[src/rtl/clk_div_prog_pkg.sv]
// clkdiv_pkg: shared constants, run/stop state and divisor helpers
// used by the programmable clock divider and its bus interface.
package clkdiv_pkg;

    localparam int DIV_W_DEF = 8;
    localparam int FN_W      = 16;
    localparam int FN_W1     = FN_W + 1;

    typedef enum logic {
        STOP,
        RUN
    } state_t;

    // ceil(e/2) = (e>>1) + e[0]
    function automatic logic [FN_W:0] half_of(input logic [FN_W:0] e);
        return (e >> 1) + {{FN_W{1'b0}}, e[0]};
    endfunction

    // Divide-by-1 cannot produce a two-phase output, so it runs as /2.
    function automatic logic [FN_W-1:0] eff_div(input logic [FN_W-1:0] a);
        return (a == FN_W'(1)) ? FN_W'(2) : a;
    endfunction

endpackage

[src/rtl/clk_div_prog_if.sv]
// Divisor control bus: en, div_i, div_load from the master,
// div_busy (pending divisor not yet applied) from the divider.
interface clk_div_prog_if
    import clkdiv_pkg::*;
#(
    parameter int DIV_W = DIV_W_DEF
);
    logic             en;
    logic [DIV_W-1:0] div_i;
    logic             div_load;
    logic             div_busy;

    modport master (
        output en,
        output div_i,
        output div_load,
        input  div_busy
    );

    modport slave (
        input  en,
        input  div_i,
        input  div_load,
        output div_busy
    );
endinterface

[src/rtl/clk_div_prog.sv]
// clk_div_prog: runtime-programmable integer divider with glitch-free
// divisor updates at period boundaries.
// Ports: clk, rst (sync, active-low), bus (slave: en, div_i, div_load,
// div_busy), clk_o (registered divided clock), tick_o (period strobe).
// Macro CLKDIV_TICK_EN: when undefined tick_o is tied to 0.
module clk_div_prog
    import clkdiv_pkg::*;
#(
    parameter int DIV_W       = DIV_W_DEF,
    parameter int DEFAULT_DIV = 2
) (
    input  logic           clk,
    input  logic           rst,
    clk_div_prog_if.slave  bus,
    output logic           clk_o,
    output logic           tick_o
);

    localparam int W1 = DIV_W + 1;

    logic [DIV_W-1:0] cnt_q, cnt_d;
    logic [DIV_W-1:0] act_div_q, act_div_d;
    logic [DIV_W-1:0] pend_div_q, pend_div_d;
    logic             pend_vld_q, pend_vld_d;
    logic             clk_q, clk_d;

    logic [DIV_W-1:0] e_div;
    logic [W1-1:0]    h_len;
    logic [W1-1:0]    cnt_inc;
    logic             at_end;
    state_t           st;

    assign e_div   = DIV_W'(eff_div(FN_W'(act_div_q)));
    assign h_len   = W1'(half_of(FN_W1'(e_div)));
    assign cnt_inc = W1'(cnt_q) + W1'(1);
    assign at_end  = (cnt_q == e_div - DIV_W'(1));
    assign st      = (bus.en && act_div_q != '0) ? RUN : STOP;

    always_comb begin
        cnt_d      = cnt_q;
        act_div_d  = act_div_q;
        pend_div_d = pend_div_q;
        pend_vld_d = pend_vld_q;
        clk_d      = clk_q;
        unique case (st)
            RUN: begin
                if (at_end) begin
                    cnt_d = '0;
                    clk_d = 1'b1;
                    if (pend_vld_q) begin
                        act_div_d  = pend_div_q;
                        pend_vld_d = 1'b0;
                    end
                end else begin
                    cnt_d = DIV_W'(cnt_inc);
                    clk_d = (cnt_inc < h_len);
                end
            end
            STOP: begin
                cnt_d = '0;
                clk_d = 1'b1;
                // A stopped divider is always at a boundary.
                if (act_div_q == '0 && pend_vld_q) begin
                    act_div_d  = pend_div_q;
                    pend_vld_d = 1'b0;
                end
            end
            default: ;
        endcase
        // Load after apply: a same-cycle load stays pending.
        if (bus.div_load) begin
            pend_div_d = bus.div_i;
            pend_vld_d = 1'b1;
        end
    end

    always_ff @(posedge clk) begin
        if (!rst) begin
            cnt_q      <= '0;
            act_div_q  <= DIV_W'(DEFAULT_DIV);
            pend_div_q <= '0;
            pend_vld_q <= 1'b0;
            clk_q      <= 1'b1;
        end else begin
            cnt_q      <= cnt_d;
            act_div_q  <= act_div_d;
            pend_div_q <= pend_div_d;
            pend_vld_q <= pend_vld_d;
            clk_q      <= clk_d;
        end
    end

    assign clk_o        = clk_q;
    assign bus.div_busy = pend_vld_q;

`ifdef CLKDIV_TICK_EN
    logic tick_q, tick_d;

    assign tick_d = (st == RUN) && at_end;

    always_ff @(posedge clk) begin
        if (!rst) begin
            tick_q <= 1'b0;
        end else begin
            tick_q <= tick_d;
        end
    end

    assign tick_o = tick_q;
`else
    assign tick_o = 1'b0;
`endif

endmodule

[src/flat_wrapper.sv]
// flat-port wrapper written by rule: the top's interface ports become plain ports
module clk_div_prog_flat import clkdiv_pkg::*;
#(
    parameter int DIV_W       = DIV_W_DEF,
    parameter int DEFAULT_DIV = 2
)
  (clk, rst, clk_o, tick_o, bus_en, bus_div_i, bus_div_load, bus_div_busy);
  clk_div_prog_if #(.DIV_W(DIV_W)) bus_i ();
  input  logic clk;
  input  logic rst;
  output logic clk_o;
  output logic tick_o;
  input wire logic [$bits(bus_i.en)-1:0] bus_en;
  input wire logic [$bits(bus_i.div_i)-1:0] bus_div_i;
  input wire logic [$bits(bus_i.div_load)-1:0] bus_div_load;
  output wire logic [$bits(bus_i.div_busy)-1:0] bus_div_busy;
  assign bus_i.en = bus_en;
  assign bus_i.div_i = bus_div_i;
  assign bus_i.div_load = bus_div_load;
  assign bus_div_busy = bus_i.div_busy;
  clk_div_prog #(.DIV_W(DIV_W), .DEFAULT_DIV(DEFAULT_DIV)) u_core (.clk(clk), .rst(rst), .bus(bus_i), .clk_o(clk_o), .tick_o(tick_o));
endmodule
[config.mk]
export PLATFORM = sky130hd
export DESIGN_NAME = clk_div_prog_flat
export DESIGN_NICKNAME = d
export VERILOG_FILES = /design/src/rtl/clk_div_prog_pkg.sv /design/src/rtl/clk_div_prog_if.sv /design/src/rtl/clk_div_prog.sv /design/src/flat_wrapper.sv
export SDC_FILE = /design/constraint.sdc
export NUM_CORES = 1
export LEC_CHECK = 0
export CAP_MARGIN = 0
export CORE_MARGIN = 2
export CORE_UTILIZATION = 50
export DETAILED_ROUTE_END_ITERATION = 10
export PLACE_DENSITY = 0.71
export SLEW_MARGIN = 20
export SYNTH_ARGS = -nofsm -noshare
export SYNTH_HDL_FRONTEND = slang
export SYNTH_SLANG_ARGS = --single-unit
[constraint.sdc]
create_clock -name clk -period 2.69 [get_ports clk]
set_input_delay 0.269 -clock clk [delete_from_list [all_inputs] [get_ports clk]]
set_output_delay 0.269 -clock clk [all_outputs]
set_load 0.02 [all_outputs]
Yosys cells after proc, flatten, opt, wreduce, memory -nomap -nowiden

Index checks and enable logic that the tools add are counted.

Register bits after elaboration: 26
Bits of input ports: 12
Word-level logic and storage cells: 37

Order comparisons: 1
Reductions and logical operators: 6
Bitwise logic cells: 1
Equality and inequality tests: 7
Mux-type cells: 14
Add/sub/neg operators: 3

Operators by type and width:

| operator                                                                | count |
|---|---|
| 8-bit two-way mux                                                       | 5 |
| 8-bit case mux with 2 select lines                                      | 2 |
| 8-bit by 1-bit adder with 9-bit output, second input constant           | 1 |
| 9-bit less-than comparator                                              | 1 |
| 7-bit by 1-bit adder with 8-bit output                                  | 1 |
| 8-bit by 1-bit equality test with 1-bit output, second input constant   | 1 |
| 8-bit equality test                                                     | 1 |
| 8-bit logical NOT                                                       | 1 |
| 8-bit nonzero test                                                      | 1 |
| 8-bit by 1-bit subtractor with 8-bit output, second input constant      | 1 |
| 2-bit by 1-bit inequality test with 1-bit output, second input constant | 3 |
| 3-bit by 2-bit inequality test with 1-bit output, second input constant | 2 |
| 1-bit two-way mux                                                       | 5 |
| 1-bit case mux with 2 select lines                                      | 2 |
| 3-bit AND reduction                                                     | 1 |
| 1-bit logical AND                                                       | 2 |
| 2-bit AND reduction                                                     | 1 |
| 1-bit NOT                                                               | 1 |

Depth between registers and ports, before layout

Word-level depth: 7
Depth in mapped cells: 11
Gate-level depth less buffers: 10

Worst setup path after synthesis

No wires, ideal clock.

Kind: reg2reg
Start point: register u_core.act_div_q[0]
End point: register u_core.clk_q (netlist: u_core.clk_o)
Arrival time: 2.015 ns
Required time: 2.631 ns
Buffers on the path: 0
Clock period less this slack: 2.074 ns
Setup slack: 0.616 ns
Cell stages (with the launch flop): 11
Path through: dfxtp_1 ha_1 ha_1 inv_1 ha_1 a21boi_0 o21a_1 o21a_1 o21a_1 o2111ai_1 a31o_1

Longest elaborated chain between the ends: 6
Elaborated cells on any way between the ends: 12

RTL lines:

| item                                                                                                         | line                                       | text |
|---|---|---|
| from (decl)                                                                                                  | clk_div_prog.sv:22                         | `logic [DIV_W-1:0] act_div_q, act_div_d;` |
| from (signal assigned)                                                                                       | clk_div_prog.sv:80                         | `act_div_q <= DIV_W'(DEFAULT_DIV);` |
| from (signal assigned)                                                                                       | clk_div_prog.sv:86                         | `act_div_q <= act_div_d;` |
| 8-bit by 1-bit equality test with 1-bit output                                                               | clk_div_prog_pkg.sv:21                     | `return (a == FN_W'(1)) ? FN_W'(2) : a;` |
| 8-bit two-way mux                                                                                            | clk_div_prog_pkg.sv:21                     |  |
| 7-bit by 1-bit adder with 8-bit output / 8-bit by 1-bit subtractor with 8-bit output (equally long branches) | clk_div_prog_pkg.sv:16, clk_div_prog.sv:36 |  |
| 9-bit less-than comparator / 8-bit equality test (equally long branches)                                     | clk_div_prog.sv:56, clk_div_prog.sv:36     |  |
| 1-bit two-way mux                                                                                            | clk_div_prog.sv:47                         | `if (at_end) begin` |
| 1-bit case mux with 2 select lines (*)                                                                       | clk_div_prog.sv:45                         | `unique case (st)` |
| to (signal assigned)                                                                                         | clk_div_prog.sv:89                         | `clk_q <= clk_d;` |
| to (decl)                                                                                                    | clk_div_prog.sv:25                         | `logic clk_q, clk_d;` |

Every way passes the cells marked *; elsewhere a longest branch is shown, timed or not.
A chain may end at the register's enable or synchronous reset.

Final worst setup path

Start point: register u_core.act_div_q[0]
End point: register u_core.act_div_q[7]

Longest elaborated chain between the ends: 6
Elaborated cells on any way between the ends: 15

RTL lines:

| item                                                                                        | line |
|---|---|
| 8-bit by 1-bit equality test with 1-bit output / 8-bit nonzero test (equally long branches) | clk_div_prog_pkg.sv:21, clk_div_prog.sv:37 |
| 8-bit two-way mux / 1-bit logical AND (equally long branches)                               | clk_div_prog_pkg.sv:21, clk_div_prog.sv:37 |
| 8-bit by 1-bit subtractor with 8-bit output / 1-bit two-way mux (equally long branches)     | clk_div_prog.sv:36, clk_div_prog.sv:37 |
| 8-bit equality test / 1-bit NOT (equally long branches)                                     | n/a |
| 2-bit by 1-bit inequality test with 1-bit output (no source line)                           | n/a |
| 3-bit AND reduction (no source line)                                                        | n/a |

Parallel ways exist; a longest one is shown, timed or not.

==> impl_results.md <==
- R2R depth: 8
- # hold bufs at CTS: 0
- Row cnt: 20
- Overall routing resource usage: 0.194
- EDFF count, synth: 0
- RePlAce Congestion: 0.916
- Die X: 61.6 um
- Adder-cell share of the synthesized area: 0.0980
- CTS tree: built
- Die area: 3800 um2
- Fin. Hold Viols: 0
- Hold WC Path Type: register to register
- Post-Syn Area: 1660 um2
- Yosys cell types: 40
- Post-synth top area cell: dfxtp_1
- Gate Count Post-Synth: 184
- Cts bufs inserted: 3
- Mux share of post-synthesis cell area: 0.0784
- Setup ws final: 0.347 ns
- Routed length per instance: 13.6 um
- Register-to-register setup slack: 0.35 ns
- Synth Flop Type: dfxtp_1
- Fin util: 0.598
- Syn Nets: 209
- CP Capture Point: u_core.act_div_q[7]$_SDFFE_PN0P_
- Die Span Y: 61.6 um
- Tcrit/Tclk final: 0.871
- DRT iter0 DRCs: 38
- Pre-CTS setup slack: 0.391 ns
- Remaining DRCs: 0
- Ys async rst share: 0
- Post-Synth Simple-Gate Area: 0.213
- Max-slew violation count: 0
- I/O Pins: 15
- Worst slew pin tran: 0.513 ns
- Initial Util: 0.535
- Setup_tns: 0 ns
- P_leak: 0.707 nW
- Nets: 218
- WP data required: 2.91 ns
- RSZ-0062 raised after global routing: false
- Start point of the critical path: u_core.act_div_q[0]$_SDFFE_PN0P_
- Combinational family with the most area after synthesis: simple AND/OR/NAND/NOR gates
- Main area contributors after synthesis: dfxtp_1 31%, ha_1 9.8%, xnor2_1 9.5%
- Drt first pass iters: 4
- Final antenna-violating net count: 0
- Top-area cell type share of the netlist area: 0.313
- Core area: 3100 um2
- Maxcap violations: 0
- Post-synthesis compound-gate area fraction: 0.123
- Area Growth Syn to Fin: 11.8%
- Cts repair resizes: 0
- Max Root-Sink Buffers: 2
- R2R Path Start: u_core.act_div_q[0]$_SDFFE_PN0P_
- Reg-to-Reg End: u_core.act_div_q[7]$_SDFFE_PN0P_
- Worst-path clk slew: 0.15 ns
- Worst EP arrival: 2.56 ns
- Critical path capture point type: register
- Startpoint types: register
- Number of global-route vias before repair: 1,215
- #FFs+latches synth: 26
- Share of layout cells above drive strength 1: 0.0729
- I/O Buffers: 13
- Vias per cell: 5.34
- Max rail drop VDD: 254 uV
- Root Buffer: clkbuf_4
- Final WL: 3220 um
- Placed wire-length estimate: 2450 um
- Ant. Diodes: 0
- Fin crit period: 2.34 ns
- Max_slew headroom: 0.657
- Antenna violations before repair: 0
- Syn_area_per_cell: 9.02 um2
- Clock latency on the worst-skew pair: 0.33 ns
- FMAX: 0.427 GHz
- Crit Path Class: register to register
- Sink Count: 26
- Xor-xnor portion of the synthesized cell area: 0.121
- PD cells: 454 nW/um2
- Seq/Total Area, Yosys: 0.313
- Pin count of the biggest net entering global routing: 28
- Status: complete, no violations
- H-tree depth: 1
- Via count: 1,261
- Global route overflow: 0
- Post-CTS Setup Repair Bufs: 0
- Final setup fails: 0
- Synth Warn #: 0
- Global-route wire length before repair: 5480 um
- Fin Clk Skew: 0.00883 ns
- Crit-path max FO: 6
[stage by stage]
step           std cells  cell area (um2)  power [W]  hold WS [ns]
2_1_floorplan        184             1660   0.000533         0.434
3_3_place_gp         232             1800   0.000571         0.446
3_5_place_dp         232             1800   0.000576         0.452
4_1_cts              236             1860   0.000849         0.471
5_1_grt              236             1860   0.000878         0.497
6_report             236             1860   0.000841         0.466
[worst min-delay path by stage]
stage | startpoint | endpoint | cells after the start
final | u_core.pend_div_q[0]$_SDFFE_PN0P_ | u_core.act_div_q[0]$_SDFFE_PN0P_ | 2
after detailed placement | u_core.pend_div_q[0]$_SDFFE_PN0P_ | u_core.act_div_q[0]$_SDFFE_PN0P_ | 2
after global placement | u_core.pend_div_q[4]$_SDFFE_PN0P_ | u_core.act_div_q[4]$_SDFFE_PN0P_ | 2
after global routing | u_core.pend_div_q[2]$_SDFFE_PN0P_ | u_core.act_div_q[2]$_SDFFE_PN0P_ | 2
after floorplan | u_core.pend_div_q[0]$_SDFFE_PN0P_ | u_core.act_div_q[0]$_SDFFE_PN0P_ | 2
after CTS | u_core.pend_div_q[0]$_SDFFE_PN0P_ | u_core.act_div_q[0]$_SDFFE_PN0P_ | 2
[metal layers]
metal | global-route usage | vias up | wire length (um)
met2 | 0.308 | 27 | 1470
met3 | 0.0315 | 7 | 94
met1 | 0.265 | 590 | 1610
met5 | 0 | - | 0
li1 | - | 637 | -
met4 | 0.0699 | 0 | 48
[final cells by class]
cell class,count,area (um2)
Clock buffer,3,22.5
Clock inverter,1,30.0
Fill cell,293,1250
Inverter,7,26.3
Multi-Input combinational cell,140,1060
Sequential cell,26,520
Tap cell,44,55.1
Timing Repair Buffer,15,145
[report_power, final]
group	total [W]	switching (W)	leakage [nW]	internal, W
Clock	0.000273	0.000122	0.0279	0.000151
Combinational	0.000154	0.0000787	0.467	0.0000754
Sequential	0.000414	0.0000138	0.212	0.000401
[critical path: stages, from the launching register on]
cell and delay (ns):
dfxtp_1 0.47, inv_1 0.10, ha_1 0.26, nor3b_1 0.17
xnor2_1 0.14, nor3_1 0.34, o211ai_2 0.21, a2111oi_4 0.40
o22ai_1 0.15
[logic make-up (layout without fill, tap and decap cells)]
logic type | count (synthesis) | count (layout)
AND/OR/NAND/NOR | 69 | 69
flip-flops | 26 | 26
XOR/XNOR | 23 | 23
AO/OA/AOI/OAI | 21 | 21
buffers and inverters | 18 | 26
adder cells (fa/ha/maj) | 13 | 13
multiplexers | 13 | 13
other | 1 | 1
[cells in the final DEF (no fill, tap or decap), types with 2 or more instances in the layout]
cell type         n
o21ai_2           2
inv_1             7
buf_4             2
xnor2_1          18
nor3_1            4
nor2b_1          16
nand4_1           2
nor4_1            3
mux2i_1          13
nand2_1          20
nand3_1           9
dfxtp_1          26
o22ai_1           3
o21a_1            3
ha_1             13
clkdlybuf4s50_1  13
nor2_1            9
xor2_1            5
clkbuf_4          3
[synth_stat cells (2+ instances only)]
cell      instances
clkbuf_1          7
xor2_1            5
nor3_1            4
nand4_1           2
nor2_1            9
xnor2_1          18
buf_4             2
o21a_1            3
inv_1             7
nand3_1           9
nor2b_1          16
nor4_1            3
mux2i_1          13
ha_1             13
dfxtp_1          26
nand2_1          20
o21ai_2           2
o22ai_1           3
[registers in the layout (all words and copies together), names as in the netlist]
| signal | cells |
|---|---|
| u_core.act_div_q | 8 |
| u_core.bus.div_busy | 1 |
| u_core.clk_o | 1 |
| u_core.pend_div_q | 8 |
| u_core.cnt_q | 8 |
No activity file was read; power rests on OpenSTA's default activity.
